## config.mk

```make
export PLATFORM = sky130hd
export DESIGN_NAME = frame_char_recv_flat
export DESIGN_NICKNAME = d
export VERILOG_FILES = /design/src/rtl/frame_char_recv_if.sv /design/src/rtl/frame_char_recv.sv /design/src/flat_wrapper.sv
export SDC_FILE = /design/constraint.sdc
export NUM_CORES = 1
export LEC_CHECK = 0
export ABC_AREA = 1
export BUFFER_PORTS_ARGS = -buffer_cell sky130_fd_sc_hd__buf_2
export CORE_MARGIN = 1
export CORE_UTILIZATION = 28
export DETAILED_ROUTE_END_ITERATION = 10
export HOLD_SLACK_MARGIN = 0.06
export SYNTH_ARGS = -nofsm -noshare
export SYNTH_HDL_FRONTEND = slang
export SYNTH_SLANG_ARGS = --single-unit
```

## constraint.sdc

```tcl
create_clock -name clk -period 2.6 [get_ports clk]
set_input_delay 0.52 -clock clk [delete_from_list [all_inputs] [get_ports clk]]
set_output_delay 0.52 -clock clk [all_outputs]
set_load 0.03 [all_outputs]
```

## src/rtl/frame_char_recv_if.sv

```systemverilog
// Bundles the byte-strobe input and the decoded-frame outputs of the status frame parser.
// slave: the parser consumes bytes and drives results; master: the UART-side/host-side user.
interface frame_char_recv_if;
  logic [7:0]  rx_data;
  logic        rx_valid;
  logic [15:0] frame_str;
  logic [3:0]  frame_digit;
  logic        frame_valid;
  logic        frame_err;
  logic [1:0]  frame_err_code;
  logic [15:0] good_cnt;
  logic [7:0]  err_cnt;

  modport slave (
    input  rx_data, rx_valid,
    output frame_str, frame_digit, frame_valid, frame_err, frame_err_code, good_cnt, err_cnt
  );

  modport master (
    output rx_data, rx_valid,
    input  frame_str, frame_digit, frame_valid, frame_err, frame_err_code, good_cnt, err_cnt
  );
endinterface

```

## src/rtl/frame_char_recv.sv

```systemverilog
// Receive-side parser for the 11-byte UART status frame: 22 | 4 flag bytes | y | x1 | x2 | FF | digit | 55.
// Optional macro FRAME_RANGE_CHECK_EN rejects fields whose unused upper bits are non-zero.
module frame_char_recv #(
  parameter logic [7:0]  HDR_BYTE    = 8'h22,
  parameter logic [7:0]  SEP_BYTE    = 8'hFF,
  parameter logic [7:0]  TRL_BYTE    = 8'h55,
  parameter int unsigned TIMEOUT_CYC = 500_000
) (
  input logic              clk,
  input logic              rst_n,
  frame_char_recv_if.slave bus
);

  localparam int TW = $clog2(TIMEOUT_CYC);
  localparam logic [TW-1:0] TMO_LAST = TW'(TIMEOUT_CYC - 1);

  typedef enum logic [2:0] {IDLE, FIELD, SEP, DIGIT, TRAIL} state_e;

  state_e        state_q, state_d;
  logic [3:0]    idx_q, idx_d;
  logic [TW-1:0] tmo_q, tmo_d;
  logic [15:0]   shStr_q, shStr_d;
  logic [3:0]    shDig_q, shDig_d;
  logic [15:0]   str_q, str_d;
  logic [3:0]    dig_q, dig_d;
  logic          valid_q, valid_d;
  logic          err_q, err_d;
  logic [1:0]    code_q, code_d;
  logic [15:0]   good_q, good_d;
  logic [7:0]    errCnt_q, errCnt_d;

  logic          commit;
  logic          abort;
  logic [1:0]    abortCode;
  logic          bitBad;
  logic          nibBad;
  logic [7:0]    rxData;

  assign rxData = bus.rx_data;

`ifdef FRAME_RANGE_CHECK_EN
  assign bitBad = |rxData[7:1];
  assign nibBad = |rxData[7:4];
`else
  assign bitBad = 1'b0;
  assign nibBad = 1'b0;
`endif

  always_ff @(posedge clk or negedge rst_n) begin
    if (!rst_n) begin
      state_q  <= IDLE;
      idx_q    <= '0;
      tmo_q    <= '0;
      shStr_q  <= '0;
      shDig_q  <= '0;
      str_q    <= '0;
      dig_q    <= '0;
      valid_q  <= 1'b0;
      err_q    <= 1'b0;
      code_q   <= '0;
      good_q   <= '0;
      errCnt_q <= '0;
    end else begin
      state_q  <= state_d;
      idx_q    <= idx_d;
      tmo_q    <= tmo_d;
      shStr_q  <= shStr_d;
      shDig_q  <= shDig_d;
      str_q    <= str_d;
      dig_q    <= dig_d;
      valid_q  <= valid_d;
      err_q    <= err_d;
      code_q   <= code_d;
      good_q   <= good_d;
      errCnt_q <= errCnt_d;
    end
  end

  // A mismatched separator/trailer that is itself a header restarts a frame immediately.
  always_comb begin
    state_d   = state_q;
    idx_d     = idx_q;
    tmo_d     = tmo_q;
    shStr_d   = shStr_q;
    shDig_d   = shDig_q;
    commit    = 1'b0;
    abort     = 1'b0;
    abortCode = 2'b00;
    if (bus.rx_valid) begin
      tmo_d = '0;
      unique case (state_q)
        IDLE: begin
          if (rxData == HDR_BYTE) begin
            state_d = FIELD;
            idx_d   = 4'd1;
          end
        end
        FIELD: begin
          if ((idx_q <= 4'd4) ? bitBad : nibBad) begin
            abort     = 1'b1;
            abortCode = 2'b11;
            state_d   = IDLE;
            idx_d     = '0;
          end else begin
            case (idx_q)
              4'd1:    shStr_d[15]   = rxData[0];
              4'd2:    shStr_d[14]   = rxData[0];
              4'd3:    shStr_d[13]   = rxData[0];
              4'd4:    shStr_d[12]   = rxData[0];
              4'd5:    shStr_d[11:8] = rxData[3:0];
              4'd6:    shStr_d[7:4]  = rxData[3:0];
              default: shStr_d[3:0]  = rxData[3:0];
            endcase
            if (idx_q == 4'd7) begin
              state_d = SEP;
              idx_d   = 4'd8;
            end else begin
              idx_d = idx_q + 4'd1;
            end
          end
        end
        SEP: begin
          if (rxData == SEP_BYTE) begin
            state_d = DIGIT;
            idx_d   = 4'd9;
          end else begin
            abort     = 1'b1;
            abortCode = 2'b01;
            state_d   = (rxData == HDR_BYTE) ? FIELD : IDLE;
            idx_d     = (rxData == HDR_BYTE) ? 4'd1 : 4'd0;
          end
        end
        DIGIT: begin
          if (nibBad) begin
            abort     = 1'b1;
            abortCode = 2'b11;
            state_d   = IDLE;
            idx_d     = '0;
          end else begin
            shDig_d = rxData[3:0];
            state_d = TRAIL;
            idx_d   = 4'd10;
          end
        end
        default: begin
          if (rxData == TRL_BYTE) begin
            commit  = 1'b1;
            state_d = IDLE;
            idx_d   = '0;
          end else begin
            abort     = 1'b1;
            abortCode = 2'b01;
            state_d   = (rxData == HDR_BYTE) ? FIELD : IDLE;
            idx_d     = (rxData == HDR_BYTE) ? 4'd1 : 4'd0;
          end
        end
      endcase
    end else if (state_q != IDLE) begin
      if (tmo_q == TMO_LAST) begin
        abort     = 1'b1;
        abortCode = 2'b10;
        state_d   = IDLE;
        idx_d     = '0;
        tmo_d     = '0;
      end else begin
        tmo_d = tmo_q + 1'b1;
      end
    end
  end

  // Visible results move only on commit/abort; both counters stick at all-ones.
  always_comb begin
    str_d    = str_q;
    dig_d    = dig_q;
    code_d   = code_q;
    good_d   = good_q;
    errCnt_d = errCnt_q;
    valid_d  = commit;
    err_d    = abort;
    if (commit) begin
      str_d = shStr_q;
      dig_d = shDig_q;
      if (good_q != 16'hFFFF) good_d = good_q + 16'd1;
    end
    if (abort) begin
      code_d = abortCode;
      if (errCnt_q != 8'hFF) errCnt_d = errCnt_q + 8'd1;
    end
  end

  assign bus.frame_str      = str_q;
  assign bus.frame_digit    = dig_q;
  assign bus.frame_valid    = valid_q;
  assign bus.frame_err      = err_q;
  assign bus.frame_err_code = code_q;
  assign bus.good_cnt       = good_q;
  assign bus.err_cnt        = errCnt_q;

endmodule
```

## src/flat_wrapper.sv

```systemverilog
// flat-port wrapper written by rule: the top's interface ports become plain ports
module frame_char_recv_flat 
#(
  parameter logic [7:0]  HDR_BYTE    = 8'h22,
  parameter logic [7:0]  SEP_BYTE    = 8'hFF,
  parameter logic [7:0]  TRL_BYTE    = 8'h55,
  parameter int unsigned TIMEOUT_CYC = 500_000
)
  (clk, rst_n, bus_rx_data, bus_rx_valid, bus_frame_str, bus_frame_digit, bus_frame_valid, bus_frame_err, bus_frame_err_code, bus_good_cnt, bus_err_cnt);
  frame_char_recv_if bus_i ();
  input logic clk;
  input logic rst_n;
  input wire logic [$bits(bus_i.rx_data)-1:0] bus_rx_data;
  input wire logic [$bits(bus_i.rx_valid)-1:0] bus_rx_valid;
  output wire logic [$bits(bus_i.frame_str)-1:0] bus_frame_str;
  output wire logic [$bits(bus_i.frame_digit)-1:0] bus_frame_digit;
  output wire logic [$bits(bus_i.frame_valid)-1:0] bus_frame_valid;
  output wire logic [$bits(bus_i.frame_err)-1:0] bus_frame_err;
  output wire logic [$bits(bus_i.frame_err_code)-1:0] bus_frame_err_code;
  output wire logic [$bits(bus_i.good_cnt)-1:0] bus_good_cnt;
  output wire logic [$bits(bus_i.err_cnt)-1:0] bus_err_cnt;
  assign bus_i.rx_data = bus_rx_data;
  assign bus_i.rx_valid = bus_rx_valid;
  assign bus_frame_str = bus_i.frame_str;
  assign bus_frame_digit = bus_i.frame_digit;
  assign bus_frame_valid = bus_i.frame_valid;
  assign bus_frame_err = bus_i.frame_err;
  assign bus_frame_err_code = bus_i.frame_err_code;
  assign bus_good_cnt = bus_i.good_cnt;
  assign bus_err_cnt = bus_i.err_cnt;
  frame_char_recv #(.HDR_BYTE(HDR_BYTE), .SEP_BYTE(SEP_BYTE), .TRL_BYTE(TRL_BYTE), .TIMEOUT_CYC(TIMEOUT_CYC)) u_core (.clk(clk), .rst_n(rst_n), .bus(bus_i));
endmodule
```

# Word level (Yosys, flattened, before mapping)
# Index checks and enable logic that the tools add are counted.
[op_classes] bitwise=1 addsub=4 n_eq_ne=18 muxes=36 reduce_logical=19
[ops] operator="19-bit 2-to-1 mux" n=3
[ops] operator="4-bit 2-to-1 mux" n=7
[ops] operator="3-bit AND reduction" n=8
[ops] operator="3-bit 2-to-1 mux" n=7
[ops] operator="19-bit by 1-bit adder with 19-bit output (second input constant)" n=1
[ops] operator="19-bit equality test (second input constant)" n=1
[ops] operator="16-bit by 1-bit adder with 16-bit output (second input constant)" n=1
[ops] operator="4-bit by 3-bit equality test with 1-bit output (second input constant)" n=4
[ops] operator="16-bit inequality test (second input constant)" n=1
[ops] operator="4-bit case mux with 4 select lines" n=1
[ops] operator="1-bit 2-to-1 mux" n=12
[ops] operator="3-bit case mux with 4 select lines" n=1
[ops] operator="8-bit by 1-bit adder with 8-bit output (second input constant)" n=1
[ops] operator="4-bit by 2-bit equality test with 1-bit output (second input constant)" n=2
[ops] operator="8-bit by 6-bit equality test with 1-bit output (second input constant)" n=1
[ops] operator="8-bit by 7-bit equality test with 1-bit output (second input constant)" n=1
[ops] operator="8-bit equality test (second input constant)" n=1
[ops] operator="8-bit inequality test (second input constant)" n=1
[ops] operator="3-bit by 2-bit equality test with 1-bit output (second input constant)" n=2
[ops] operator="2-bit 2-to-1 mux" n=3
[ops] operator="3-bit by 2-bit inequality test with 1-bit output (second input constant)" n=2
[ops] operator="2-bit AND reduction" n=3
[ops] operator="6-bit OR reduction" n=1
[ops] operator="4-bit by 1-bit adder with 4-bit output (second input constant)" n=1
[ops] operator="other kinds (11)" n=12
[totals] input_bits=11 word_cells=96 regBits=94

# Depth between registers and ports, before layout
[depth] word_depth=5 depth_mapped=11

# Worst setup path before layout
# Ideal clock, no wire load.
[synth_timing] path_kind="register -> register" from="register u_core.good_q[0] (netlist: u_core.bus.good_cnt[0])" to="register u_core.good_q[11] (netlist: u_core.bus.good_cnt[11])" path_buffers=1 stages_incl_launch_ff=10 required_time_ns=2.483 t_arrival_ns=1.540 path_slack_ns=0.943 setup_ns=0.117 period_less_slack_ns=1.657 path_cell_list="dfrtp_1 ha_1 nand2_1 nor2_1 nand3_1 inv_1 nor2_4 buf_6 nand2_1 nand2_1"
[synth_via] elab_chain_len=2 elab_cells_between_ends=3 classes_between="add/sub: 1; eq/ne: 1; reduce/logical: 1"
[synth_lines] item="start, declared" line="frame_char_recv.sv:29" rtl="logic [15:0] good_q, good_d;"
[synth_lines] item="start signal, assigned" line="frame_char_recv.sv:74" rtl="good_q <= good_d;"
[synth_lines] item="branches (longest 2 deep; another with 16-bit by 1-bit adder with 16-bit output)"
# Several ways; the timed one is not identified.
# A chain may end at the register's enable or synchronous reset.

# Worst setup path after layout
[layout_timing] from="register u_core.tmo_q[0]" to="register u_core.state_q[0]"
[layout_via] elab_chain_len=3
[layout_lines] item="start, declared" line="frame_char_recv.sv:21" rtl="logic [TW-1:0] tmo_q, tmo_d;"
[layout_lines] item="start signal, assigned" line="frame_char_recv.sv:66" rtl="tmo_q <= tmo_d;"
[layout_lines] item="19-bit equality test" line="frame_char_recv.sv:159" rtl="if (tmo_q == TMO_LAST) begin"
[layout_lines] item="2-bit nonzero test (no line)"
[layout_lines] item="4-bit AND reduction (no line)"
[layout_lines] item="end signal, assigned" line="frame_char_recv.sv:64" rtl="state_q <= state_d;"
[layout_lines] item="end, declared" line="frame_char_recv.sv:19" rtl="state_e state_q, state_d;"
# Every way passes these cells.

==> results.yml <==
critical_path:
  critPathMaxFanout: 12
  cp_slowest_cell: "dfrtp_1"
  cp-end-kind: "register"
  r2r_cells: 9
  arrival_ns: 2.08
  cp_common_cell: "nand2_1"
  critical-path-top-delay-family: "simple AND/OR/NAND/NOR gates"
  cp.depth: 9
  critical_path_class: "reg -> reg"
  start_kind: "register"
  crit_required_ns: 2.89
  crit_buf_inv: 1
  worstPathCellList: "ha_1 > nand3_2 > inv_2 > nand2_1 > nor2_1 > nand3_1 > nand2_1 > nand3_1 > nand2_1"
  cp_slowest_stage_delay_ns: 0.41
detailed_routing:
  detail-route-antenna-nets: 0
  drc: 0
  vias: 4388
  wl_per_cell_um: 12.3
  wirelength_mm: 11.8
  highest_layer: "met4"
  drt_iter0_drc: 273
  routed-wl-met3_um: 622
  dr.pass1.iters: 5
  wl_met2_mm: 5.17
  viasPerCell: 4.56
  drt-met1-wl_mm: 5.91
synthesis:
  synth_nets: 688
  synth_cells: 670
  synth_cell_types: 33
  avgSynthCellArea_um2: 7.60
  ys_ff_latch: 94
  yosys_warnings: 0
  netlist_area_um2: 5090
  ys_seq_area_share_pct: 46.2
pwr:
  comb_power_share_pct: 25.3
  p_sw_share_pct: 36.9
  power.leakage_uw: 0.00301
  seqPwrFrac_pct: 43.4
  p_clk_share_pct: 31.4
  power_uw: 4250
  max-vdd-ir-drop_mv: 0.358
  switchingPower_uw: 1570
  p_int_uw: 2680
  power.density_nw_per_um2: 717
place:
  dp_hpwl_mm: 8.69
  numPortBuffers: 58
  globalplace.congestion: 0.846
  dp.cells: 946
cells_and_area:
  nets: 750
  fillCellCount: 1857
  ff_latch_area_um2: 2350
  final_cell_mix: "nand2_1 (252), dfrtp_1 (94), nor2_1 (60)"
  post_layout_nonfiller_instances: 962
  final_common_cell: "nand2_1"
  fin_util_pct: 33.8
  area_growth_syn_to_layout_pct: 16.5
  diodes: 0
  multi_input_area_um2: 2430
  layout-drive-gt1-share_pct: 14.9
floorplanning:
  initial_core_util_pct: 29.0
  die-area_um2: 18700
  core_um2: 17500
  boundaryPins: 59
  num_rows: 48
  die_w_um: 137
  die_y_um: 137
clock_network:
  cts_resized: 0
  cts-root-buf: "clkbuf_16"
  clock_path_buffers: 2
  cts_inserted_buffers: 9
  cts.sinks: 94
  htree_levels: 3
  cts_tree: "yes"
  insertion_delay_ns: 0.36
  holdBufCountCts: 0
  path_clk_slew_ns: 0.07
  cts_setup_buffers: 0
sta:
  finClkSkew_ns: 0.0102
  max_freq_mhz: 559
  slew-limit-headroom_pct: 54.2
  final-hold-violation-count: 0
  finalCritPeriodShare_pct: 68.8
  tightest_slew_ns: 0.688
  tns_ns: 0
  final_max_slew_viol_count: 0
  min_period_ns: 1.79
  rsz0062_at_grt: "no"
  setup_viol: 0
grt:
  grt_pass1_vias: 4173
  grt_usage_pct: 13.5
  grt_max_degree: 53
  antenna_found_initial: 0
  grt_pass1_wl_mm: 19.9
  overflow: 0
job:
  drv_cap: 0
hold_path:
  hold_path_class: "in -> async"
run_status:
  status: "finished, final reports clean"
==> worst paths after layout <==
path	startpoint	endpoint	slack, ns
max	u_core.tmo_q[0]$_DFFE_PN0P_	u_core.state_q[0]$_DFFE_PN0P_	0.81
min	rst_n	u_core.bus.err_cnt[3]$_DFFE_PN0P_	0.16
max reg2reg	u_core.tmo_q[0]$_DFFE_PN0P_	u_core.state_q[0]$_DFFE_PN0P_	0.81
min reg2reg	u_core.bus.frame_str[3]$_DFFE_PN0P_	u_core.bus.frame_str[3]$_DFFE_PN0P_	0.47
max in group asynchronous	rst_n	u_core.bus.frame_str[2]$_DFFE_PN0P_	1.78
min in group clk	u_core.bus.frame_str[3]$_DFFE_PN0P_	u_core.bus.frame_str[3]$_DFFE_PN0P_	0.47
==> power by group through the flow <==
stage | Clock [uW] | Sequential, uW | Combinational [uW]
global route | 1430 | 1880 | 1230
detailed placement | 0 | 1870 | 1080
global placement | 0 | 1880 | 1070
finish | 1330 | 1840 | 1070
floorplan | 0 | 1900 | 753
CTS | 1380 | 1840 | 1080
==> cell usage after synthesis, drive strengths merged <==
| master | n | area share, % |
|---|---|---|
| nand2 | 257 | 20 |
| dfrtp | 94 | 46 |
| nor2 | 67 | 5.9 |
| inv | 63 | 4.6 |
| nand3 | 55 | 5.8 |
| o21ai | 42 | 4.4 |
| nor3 | 20 | 2.3 |
| nand4 | 19 | 2.3 |
| xor2 | 17 | 2.9 |
| buf | 9 | 1.4 |
| a21oi | 8 | 0.79 |
| ha | 7 | 1.7 |
| xnor2 | 4 | 0.69 |
| and3 | 2 | 0.25 |
| a41oi | 1 | 0.17 |
| clkbuf | 1 | 0.074 |
| nand3b | 1 | 0.39 |
| o21bai | 1 | 0.15 |
| o31ai | 1 | 0.15 |
| or2 | 1 | 0.12 |
==> through the flow <==
stage	setup WS [ns]	hold slack [ns]	cell area (um^2)
finish	0.810	0.159	5930
floorplan	0.943	0.224	5090
global placement	0.655	0.452	5630
detailed placement	0.675	0.456	5630
global route	0.591	0.200	5930
CTS	0.794	0.174	5930
==> kinds of logic (layout without fill, tap and decap cells) <==
group                      Yosys count  after routing  synth area share (%)
DFF                                 94             94                  46.2
and+or+nand+nor                    422            422                  36.8
buffers and inverters               73            140                  6.07
AOI/OAI and AO/OA                   53             53                  5.61
adders and majority gates            7              7                  1.72
xor gates and xnor gates            21             21                  3.61
==> flip-flops by register name, indices dropped and copies added (netlist names), 3 cells and up <==
| name | cells |
|---|---|
| u_core.tmo_q | 19 |
| u_core.bus.frame_str | 16 |
| u_core.bus.good_cnt | 16 |
| u_core.shStr_q | 16 |
| u_core.bus.err_cnt | 8 |
| u_core.bus.frame_digit | 4 |
| u_core.idx_q | 4 |
| u_core.shDig_q | 4 |
| u_core.state_q | 3 |
==> cell type report <==
type | count | share of cell area, %
sequential | 94 | 39.7
tap | 225 | 4.75
clock inverter | 7 | 1.31
multi-input combinational | 503 | 41.0
clock buffer | 9 | 3.80
inverter | 63 | 3.99
timing repair buffer | 61 | 5.53
==> routing by layer <==
layer / track usage [%] / vias to the layer above
met4: 3.85 / 0
met5: 0 / -
met1: 18.8 / 1994
li1: - / 2276
met2: 20.8 / 104
met3: 3.11 / 14
No activity file was read; power rests on OpenSTA's default activity.
